### src/rtl/block_deserializer.sv
// Serial-to-parallel block collector with ping-pong banks for the DCT input side.
// Checks the idx/block_start/block_end sequence and resyncs on the next block_start.

module block_deserializer_lane #(
  parameter int DATA_W = 16
) (
  input  logic              clk,
  input  logic              rst,
  input  logic              we,
  input  logic              wsel,
  input  logic              rsel,
  input  logic [DATA_W-1:0] din,
  output logic [DATA_W-1:0] dout
);
  logic [1:0][DATA_W-1:0] bank;

  always_ff @(posedge clk) begin
    if (rst) bank <= '0;
    else if (we) bank[wsel] <= din;
  end

  assign dout = bank[rsel];
endmodule

module block_deserializer #(
  parameter int BLOCK_SIZE = 8,
  parameter int DATA_W     = 16,
  parameter int IDX_W      = $clog2(BLOCK_SIZE),
  parameter int CNT_W      = 16
) (
  input  logic                         clk,
  input  logic                         rst,
  input  logic                         in_valid,
  output logic                         in_ready,
  input  logic [DATA_W-1:0]            in_data,
  input  logic [IDX_W-1:0]             idx,
  input  logic                         block_start,
  input  logic                         block_end,
  output logic                         out_valid,
  input  logic                         out_ready,
  output logic [BLOCK_SIZE*DATA_W-1:0] out_block,
  output logic                         seq_err,
  output logic                         err_sticky,
  output logic [CNT_W-1:0]             blk_count
);
  typedef struct packed {
    logic [DATA_W-1:0] data;
    logic [IDX_W-1:0]  idx;
    logic              start;
    logic              last;
  } smp_t;

  localparam logic [IDX_W-1:0] LAST_IDX = IDX_W'(BLOCK_SIZE - 1);

  smp_t                                 req;
  logic [1:0]                           bank_full, bank_full_nxt;
  logic                                 wr_bank, rd_bank;
  logic [IDX_W-1:0]                     exp_idx;
  logic                                 acc, is_last, r_start, r_seq, r_bad;
  logic                                 complete, drain, err_now;
  logic [BLOCK_SIZE-1:0]                lane_we;
  logic [BLOCK_SIZE-1:0][DATA_W-1:0]    lane_dout;

  assign req = '{data: in_data, idx: idx, start: block_start, last: block_end};

  assign in_ready  = !bank_full[wr_bank];
  assign out_valid = bank_full[rd_bank];
  assign out_block = lane_dout;

  always_comb begin
    acc      = in_valid && in_ready;
    is_last  = (req.idx == LAST_IDX);
    r_start  = acc && req.start && (req.idx == '0);
    // block_end must agree with the position; a stray or missing end is an error
    r_seq    = acc && !r_start && !req.start && (req.idx == exp_idx) && (req.last == is_last);
    r_bad    = acc && !r_start && !r_seq;
    complete = r_seq && is_last;
    drain    = out_valid && out_ready;
    err_now  = (r_start && (exp_idx != '0)) || r_bad;
    // completion and drain can never target the same bank (in_ready vs out_valid)
    bank_full_nxt = bank_full;
    if (complete) bank_full_nxt[wr_bank] = 1'b1;
    if (drain)    bank_full_nxt[rd_bank] = 1'b0;
  end

  for (genvar k = 0; k < BLOCK_SIZE; k++) begin : g_lane
    assign lane_we[k] = (r_start || r_seq) && (req.idx == IDX_W'(k));
    block_deserializer_lane #(.DATA_W(DATA_W)) u_lane (
      .clk  (clk),
      .rst  (rst),
      .we   (lane_we[k]),
      .wsel (wr_bank),
      .rsel (rd_bank),
      .din  (req.data),
      .dout (lane_dout[k])
    );
  end

  always_ff @(posedge clk) begin
    if (rst) begin
      bank_full  <= '0;
      wr_bank    <= 1'b0;
      rd_bank    <= 1'b0;
      exp_idx    <= '0;
      seq_err    <= 1'b0;
      err_sticky <= 1'b0;
      blk_count  <= '0;
    end else begin
      bank_full  <= bank_full_nxt;
      seq_err    <= err_now;
      err_sticky <= err_sticky | err_now;
      if (r_start)    exp_idx <= IDX_W'(1);
      else if (r_seq) exp_idx <= complete ? '0 : exp_idx + IDX_W'(1);
      else if (r_bad) exp_idx <= '0;
      if (complete) begin
        wr_bank   <= ~wr_bank;
        blk_count <= blk_count + CNT_W'(1);
      end
      if (drain) rd_bank <= ~rd_bank;
    end
  end
endmodule

### config.mk
export PLATFORM = sky130hd
export DESIGN_NAME = block_deserializer
export DESIGN_NICKNAME = d
export VERILOG_FILES = /design/src/rtl/block_deserializer.sv
export SDC_FILE = /design/constraint.sdc
export NUM_CORES = 1
export LEC_CHECK = 0
export ABC_AREA = 1
export CORE_ASPECT_RATIO = 1.1
export CORE_MARGIN = 3
export CORE_UTILIZATION = 30
export DETAILED_ROUTE_END_ITERATION = 6
export DONT_BUFFER_PORTS = 1
export GPL_ROUTABILITY_DRIVEN = 0
export PLACE_DENSITY = 0.42
export SLEW_MARGIN = 40
export SYNTH_ARGS = -nofsm -noshare
export SYNTH_HDL_FRONTEND = slang
export SYNTH_HIERARCHICAL = 1
export SYNTH_SLANG_ARGS = --single-unit
### constraint.sdc
create_clock -name clk -period 2.5 [get_ports clk]
set_input_delay 0.375 -clock clk [delete_from_list [all_inputs] [get_ports clk]]
set_output_delay 0.375 -clock clk [all_outputs]
set_load 0.03 [all_outputs]
==> results of run 1 <==
## power by group
part	internal (W)	total, W	switching (W)	leakage [nW]
registers	0.00449	0.00451	0.0000152	2.27
clock network	0.00318	0.00517	0.00199	0.567
logic	0.0000920	0.000274	0.000182	3.70
## sequential cells by signal, indices dropped and copies added (netlist names)
| register | count |
|---|---|
| wr_bank | 1 |
| rd_bank | 1 |
| bank_full | 2 |
| g_lane.u_lane/bank | 256 |
| err_sticky | 1 |
| blk_count | 16 |
| seq_err | 1 |
| exp_idx | 3 |
## cells in the mapped netlist
master / instances / area [sq um]
xor2_1: 4 / 35.0
inv_2: 11 / 41.3
o21ai_0: 132 / 661
dfxtp_1: 281 / 5630
nand4_1: 7 / 43.8
nand4_2: 1 / 12.5
inv_4: 8 / 50.1
clkbuf_4: 8 / 60.1
clkbuf_1: 26 / 97.6
a21oi_1: 152 / 761
nor2_2: 1 / 6.26
nor2_8: 8 / 160
nor2_4: 1 / 11.3
nor2_1: 279 / 1050
nand2_4: 8 / 90.1
xnor2_1: 4 / 35.0
nand2_2: 1 / 6.26
ha_1: 3 / 37.5
nand2_1: 462 / 1730
inv_1: 294 / 1100
buf_6: 28 / 315
buf_2: 32 / 160
buf_4: 33 / 248
nand3_2: 3 / 30.0
nand3_1: 290 / 1450
nor4_1: 1 / 6.26
## cells in the final DEF, fill, tap and decap left out, types with 9 or more instances in the layout
master         synthesis  routed
nand2_1              462     462
inv_1                294     294
nand3_1              290     290
dfxtp_1              281     277
nor2_1               279     274
a21oi_1              152     152
buf_4                 33     148
o21ai_0              132     132
clkbuf_16              0      37
dlygate4sd3_1          0      18
inv_2                 11      11
buf_12                 0       9
## metrics by stage
| step | utilization, % | std cells | total power, W | setup WS [ns] |
|---|---|---|---|---|
| 5_1_grt | 36.3 | 2767 | 0.0103 | 0.0191 |
| 2_1_floorplan | - | 2078 | 0.00487 | 0.480 |
| 3_3_place_gp | 33.3 | 2690 | 0.00488 | 0.304 |
| 6_report | 36.3 | 2767 | 0.00995 | 0.142 |
| 4_1_cts | 36.3 | 2767 | 0.0101 | 0.154 |
| 3_5_place_dp | 33.3 | 2690 | 0.00488 | 0.258 |
## kinds of logic (layout without fill, tap and decap cells)
group / after synthesis / count (layout) / synth area share (%)
AND/OR/NAND/NOR: 1062 / 1062 / 33.3
flip-flops: 281 / 281 / 40.7
adder cells (fa/ha/maj): 3 / 3 / 0.271
XOR/XNOR: 8 / 8 / 0.507
AO/OA/AOI/OAI: 284 / 284 / 10.3
buffers and inverters: 440 / 548 / 15.0
## area by class of cell
| class | count | area, sq um |
|---|---|---|
| clock buffers | 51 | 1040 |
| clock inverters | 8 | 118 |
| fillers | 4878 | 28700 |
| inverters | 313 | 1190 |
| multi-input cells | 1357 | 6150 |
| flip-flops and latches | 281 | 5640 |
| well taps | 581 | 727 |
| repair buffers | 176 | 1480 |
## critical path, cell delays in order, from the launching register on
cell     delay (ns)
dfxtp_4        0.39
buf_4          0.24
o21ai_0        0.54
buf_4          0.27
## metal layers
metal  vias up  GRT usage, %  share of wire, %
met2       281          30.9                46
met1      5865          24.1                45
met3        50          3.82               5.8
met4         0          5.76               2.3
li1       6627             -                 -
met5         -             0                 0
## repair_timing
item | CTS | global route
setup endpoints to repair | 0 | 2
hold endpoints to repair | 146 | 128
resized for setup | 0 | 2
## path summary, 6_finish.rpt
check / start / endpoint / cells past startpoint
setup / recovery: rd_bank / out_block[100] / 3
hold reg to reg: g_lane[4].u_lane/bank[20] / g_lane[4].u_lane/bank[20] / 2
hold / removal: rst / g_lane[0].u_lane/bank[20] / 1
setup reg to reg: blk_count[2] / blk_count[13] / 9
==> reports/results.tsv, run 1 <==
metric	value	unit
status	finished, violations left	
failing checks	hold timing	
setup TNS after final layout	0	ns
sequential-to-total area share from yosys stat	40.7	%
WP data arrival	1.98	ns
first-pass GRT wire length	70900	um
die height	231	um
worst-path fanout max	34	
CORE AREA	45000	sq um
Worst Clk Skew	0.00904	ns
# DRC	0	
DIE AREA	48700	sq um
leakage power	6.53	nW
cell row count	81	
Slew headroom	53.2	%
pwr dens	609	nW/um^2
total grt overflow	0	
Clock transition at path regs	0.05	ns
Area Overhead vs Synth	18.2	%
flop2flop setup slack	0.21	ns
Seq cells post-synth	281	
Worst Max-Slew Pin Slew	0.703	ns
fmax	424	MHz
largest net degree at the start of global routing	155	
syn avg cell area	6.66	sq um
CP Capture Type	output pin	
Syn. warnings	6	
via total after detailed routing	12800	
post-synthesis cell count	2078	
ant diodes	0	
share of cells above drive strength 1	11.9	%
WL final	46200	um
Final Hold Vio Count	32	
die width	211	um
Final Cell Area	16300	sq um
CP Launch Type	flop	
First-pass DRT Iterations	5	
Port Buf Inserts	0	
CTS sink cnt	281	
vias in the first global route	12000	
Root Buffer Master	clkbuf_16	
Syn Nets	2106	
Worst Hold Class	input port to flop	
Slew Limit Fails	0	
CTS Hold Bufs	18	
final setup fails	0	
TritonCTS clock tree	yes	
CTS H-tree depth	2	
number of buffers created by CTS	35	
WHS	-0.0366	ns
Cell Area, Placed	15000	sq um
CP Class	flop to output pin	
routed vias/inst	4.63	
Final #Nets	2192	
I/O Pins	173	
Max-cap violations	0	
antenna viol nets, final	0	
GRT Total Usage	18.5	%
hpwl dp	27500	um
RSZ-0062 raised after global routing	no	
Min Clock Period, post-route	2.36	ns
VDD IR max	0.000466	V
clk buf depth	3	
initial antenna violation count	0	
Critical Path RT	2.12	ns
Initial Util	30.7	%
Yosys cell types	26	
wire per inst	16.7	um
Post-CTS Repair Setup Buffers	0	
final cycle utilization of the critical path	94.3	%
clock latency on the worst-skew pair	0.53	ns
DRT iter0 DRCs	999	
mapped cell area	13800	sq um
(Power assumes the default switching activity.)
==> run 2, diff against run 1 <==
Settings changed: CTS_BUF_LIST set to sky130_fd_sc_hd__clkbuf_16.
==> run 2 against run 1 <==
Against the previous run:
- the run still ends with hold timing left
- routed wire length about the same
- power down 2.2%
- clock skew up 0.00073 ns
- worst hold slack better by 0.0016 ns
- clock power down 4.3%
- non-clock buffer count unchanged
- register-to-register slack about the same
- sequential cell count unchanged
- critical path type unchanged
- highest routed layer unchanged
==> reports/results.tsv, run 2 (same netlist as run 1, synthesis figures left out) <==
metric	value	unit	change
status	finished, violations left		
failing checks	hold timing		
vias in the first global route	12000		+0.12%
Slew headroom	53.1	%	-0.076 points
Worst Hold Endpoint	g_lane[0].u_lane/bank[17]		
Slew Limit Fails	0		unchanged
Worst Clk Skew	0.00978	ns	+0.000733 ns
die height	231	um	unchanged
# DRC	0		unchanged
Initial Util	30.7	%	unchanged
share of cells above drive strength 1	11.7	%	-0.27 points
Worst Max-Slew Pin Slew	0.704	ns	+0.00114 ns
Clock transition at path regs	0.06	ns	about the same
Worst Hold Class	input port to flop		
Largest Register	g_lane.u_lane/bank		
CTS sink cnt	281		unchanged
die width	211	um	unchanged
RSZ-0062 raised after global routing	no		
fmax	428	MHz	+0.96%
Root Buffer Master	clkbuf_16		
hpwl dp	27500	um	unchanged
Worst Path Buf+Inv	2		unchanged
GRT Total Usage	18.5	%	about the same
DIE AREA	48700	sq um	unchanged
WL final	46200	um	about the same
reg2reg path depth	9		unchanged
CP max stage delay	0.52	ns	-0.02 ns
Filler cells	4883		+0.10%
First-pass DRT Iterations	5		unchanged
antenna viol nets, final	0		unchanged
CTS Hold Bufs	18		unchanged
WHS Path Cells	1		unchanged
fraction of met2 tracks used by global routing	30.9	%	about the same
Port Buf Inserts	0		unchanged
via total after detailed routing	12900		+0.34%
TritonCTS clock tree	yes		
max reg flops	256		unchanged
CTS H-tree depth	2		unchanged
final setup fails	0		unchanged
Area Overhead vs Synth	17.7	%	
initial antenna violation count	0		unchanged
Critical R2R Launch	blk_count[2]		
clk buf depth	3		unchanged
Critical Path RT	2.12	ns	about the same
clock latency on the worst-skew pair	0.53	ns	about the same
Final Hold Vio Count	31		-3.1%
most frequent cells in the layout	nand2_1 (462), inv_1 (302), nand3_1 (290)		
WP data arrival	1.96	ns	-0.02 ns
DRT iter0 DRCs	1002		+0.30%
cell row count	81		unchanged
biggest regs	g_lane.u_lane/bank x256, blk_count x16, exp_idx x3		
final cycle utilization of the critical path	93.4	%	-0.90 points
Final #Nets	2192		unchanged
family with the most delay on the worst path	compound AO/OA/AOI/OAI gates		
met1 Use GR	24.1	%	about the same
CP Class	flop to output pin		
I/O Pins	173		unchanged
CORE AREA	45000	sq um	unchanged
first-pass GRT wire length	70900	um	about the same
most frequent cell on the critical path	buf_4		
flop2flop setup slack	0.20	ns	about the same
ant diodes	0		unchanged
fin util	36.2	%	-0.13 points
reg2reg end	blk_count[13]		
Top Usage Layer GRT	met2		
CP Capture Type	output pin		
worst-path fanout max	34		unchanged
wire per inst	16.7	um	about the same
Critical-path top delay cell	o21ai_0		
pre-CTS WS	0.258	ns	unchanged
largest net degree at the start of global routing	155		unchanged
Cell Area, Placed	15000	sq um	unchanged
setup ws final	0.164	ns	+0.0225 ns
number of buffers created by CTS	35		unchanged
most common cell after layout, fill and taps aside	nand2_1		
cells along the critical path	buf_4 > o21ai_0 > buf_4		
Max-cap violations	0		unchanged
HP Start	rst		
met3 Usage GRT	3.83	%	+0.014 points
VDD IR max	0.000468	V	+0.27%
CP Launch Type	flop		
Min Clock Period, post-route	2.34	ns	-0.0225 ns
leakage power	6.53	nW	about the same
routed vias/inst	4.65		+0.34%
total grt overflow	0		unchanged
pwr dens	597	nW/um^2	-1.8%
setup TNS after final layout	0	ns	unchanged
WHS	-0.0350	ns	+0.00162 ns
Final Cell Area	16300	sq um	-0.37%
==> run 2: cell types whose count changed in the layout (fill, tap and decap cells not counted) <==
cell / before / now
clkbuf_1: 8 / 0
inv_1: 294 / 302
clkbuf_8: 6 / 0
clkinv_1: 0 / 6
==> run 2: what timing repair did <==
| action | CTS | global route |
|---|---|---|
| hold endpoints to repair | 146 | 128 |
| setup buffers | 0 | 0 |
| resized for setup | 0 | 2 |
| endpoints found under the setup margin | 0 | 2 |
==> run 2: worst max-delay path by stage <==
stage	startpoint	end	slack [ns]	depth (start not counted)
6_report	rd_bank	out_block[111]	0.16	3
2_1_floorplan	wr_bank	g_lane[2].u_lane/bank[0]	0.48	14
4_1_cts	blk_count[0]	blk_count[14]	0.15	8
3_5_place_dp	idx[2]	g_lane[2].u_lane/bank[15]	0.26	14
3_3_place_gp	idx[2]	g_lane[5].u_lane/bank[10]	0.30	11
5_1_grt	blk_count[2]	blk_count[5]	0.02	7
==> run 2: per-stage QoR <==
step / total power (W) / std cells
floorplan: 0.00487 / 2078
global placement: 0.00488 / 2690
detailed placement: 0.00488 / 2690
CTS: 0.00990 / 2767
global route: 0.0101 / 2767
finish: 0.00973 / 2767
==> run 2: layout make-up <==
type | instances | area (sq um) | share of cell area, %
Clock buffer | 37 | 926 | 5.69
Clock inverter | 22 | 170 | 1.05
Inverter | 313 | 1190 | 7.34
Multi-Input combinational cell | 1357 | 6150 | 37.8
Sequential cell | 281 | 5640 | 34.6
Tap cell | 581 | 727 | 4.46
Timing Repair Buffer | 176 | 1480 | 9.11
==> run 2: per-layer routing <==
metal	vias up	share of wire, %
met3	54	5.9
li1	6630	-
met4	0	2.4
met1	5895	45
met2	288	46
met5	-	0
==> run 2: power by group <==
part	internal [W]	total, W	switching, W
Clock	0.00296	0.00495	0.00199
Combinational	0.0000920	0.000273	0.000181
Sequential	0.00449	0.00451	0.0000152
Total	0.00754	0.00973	0.00218
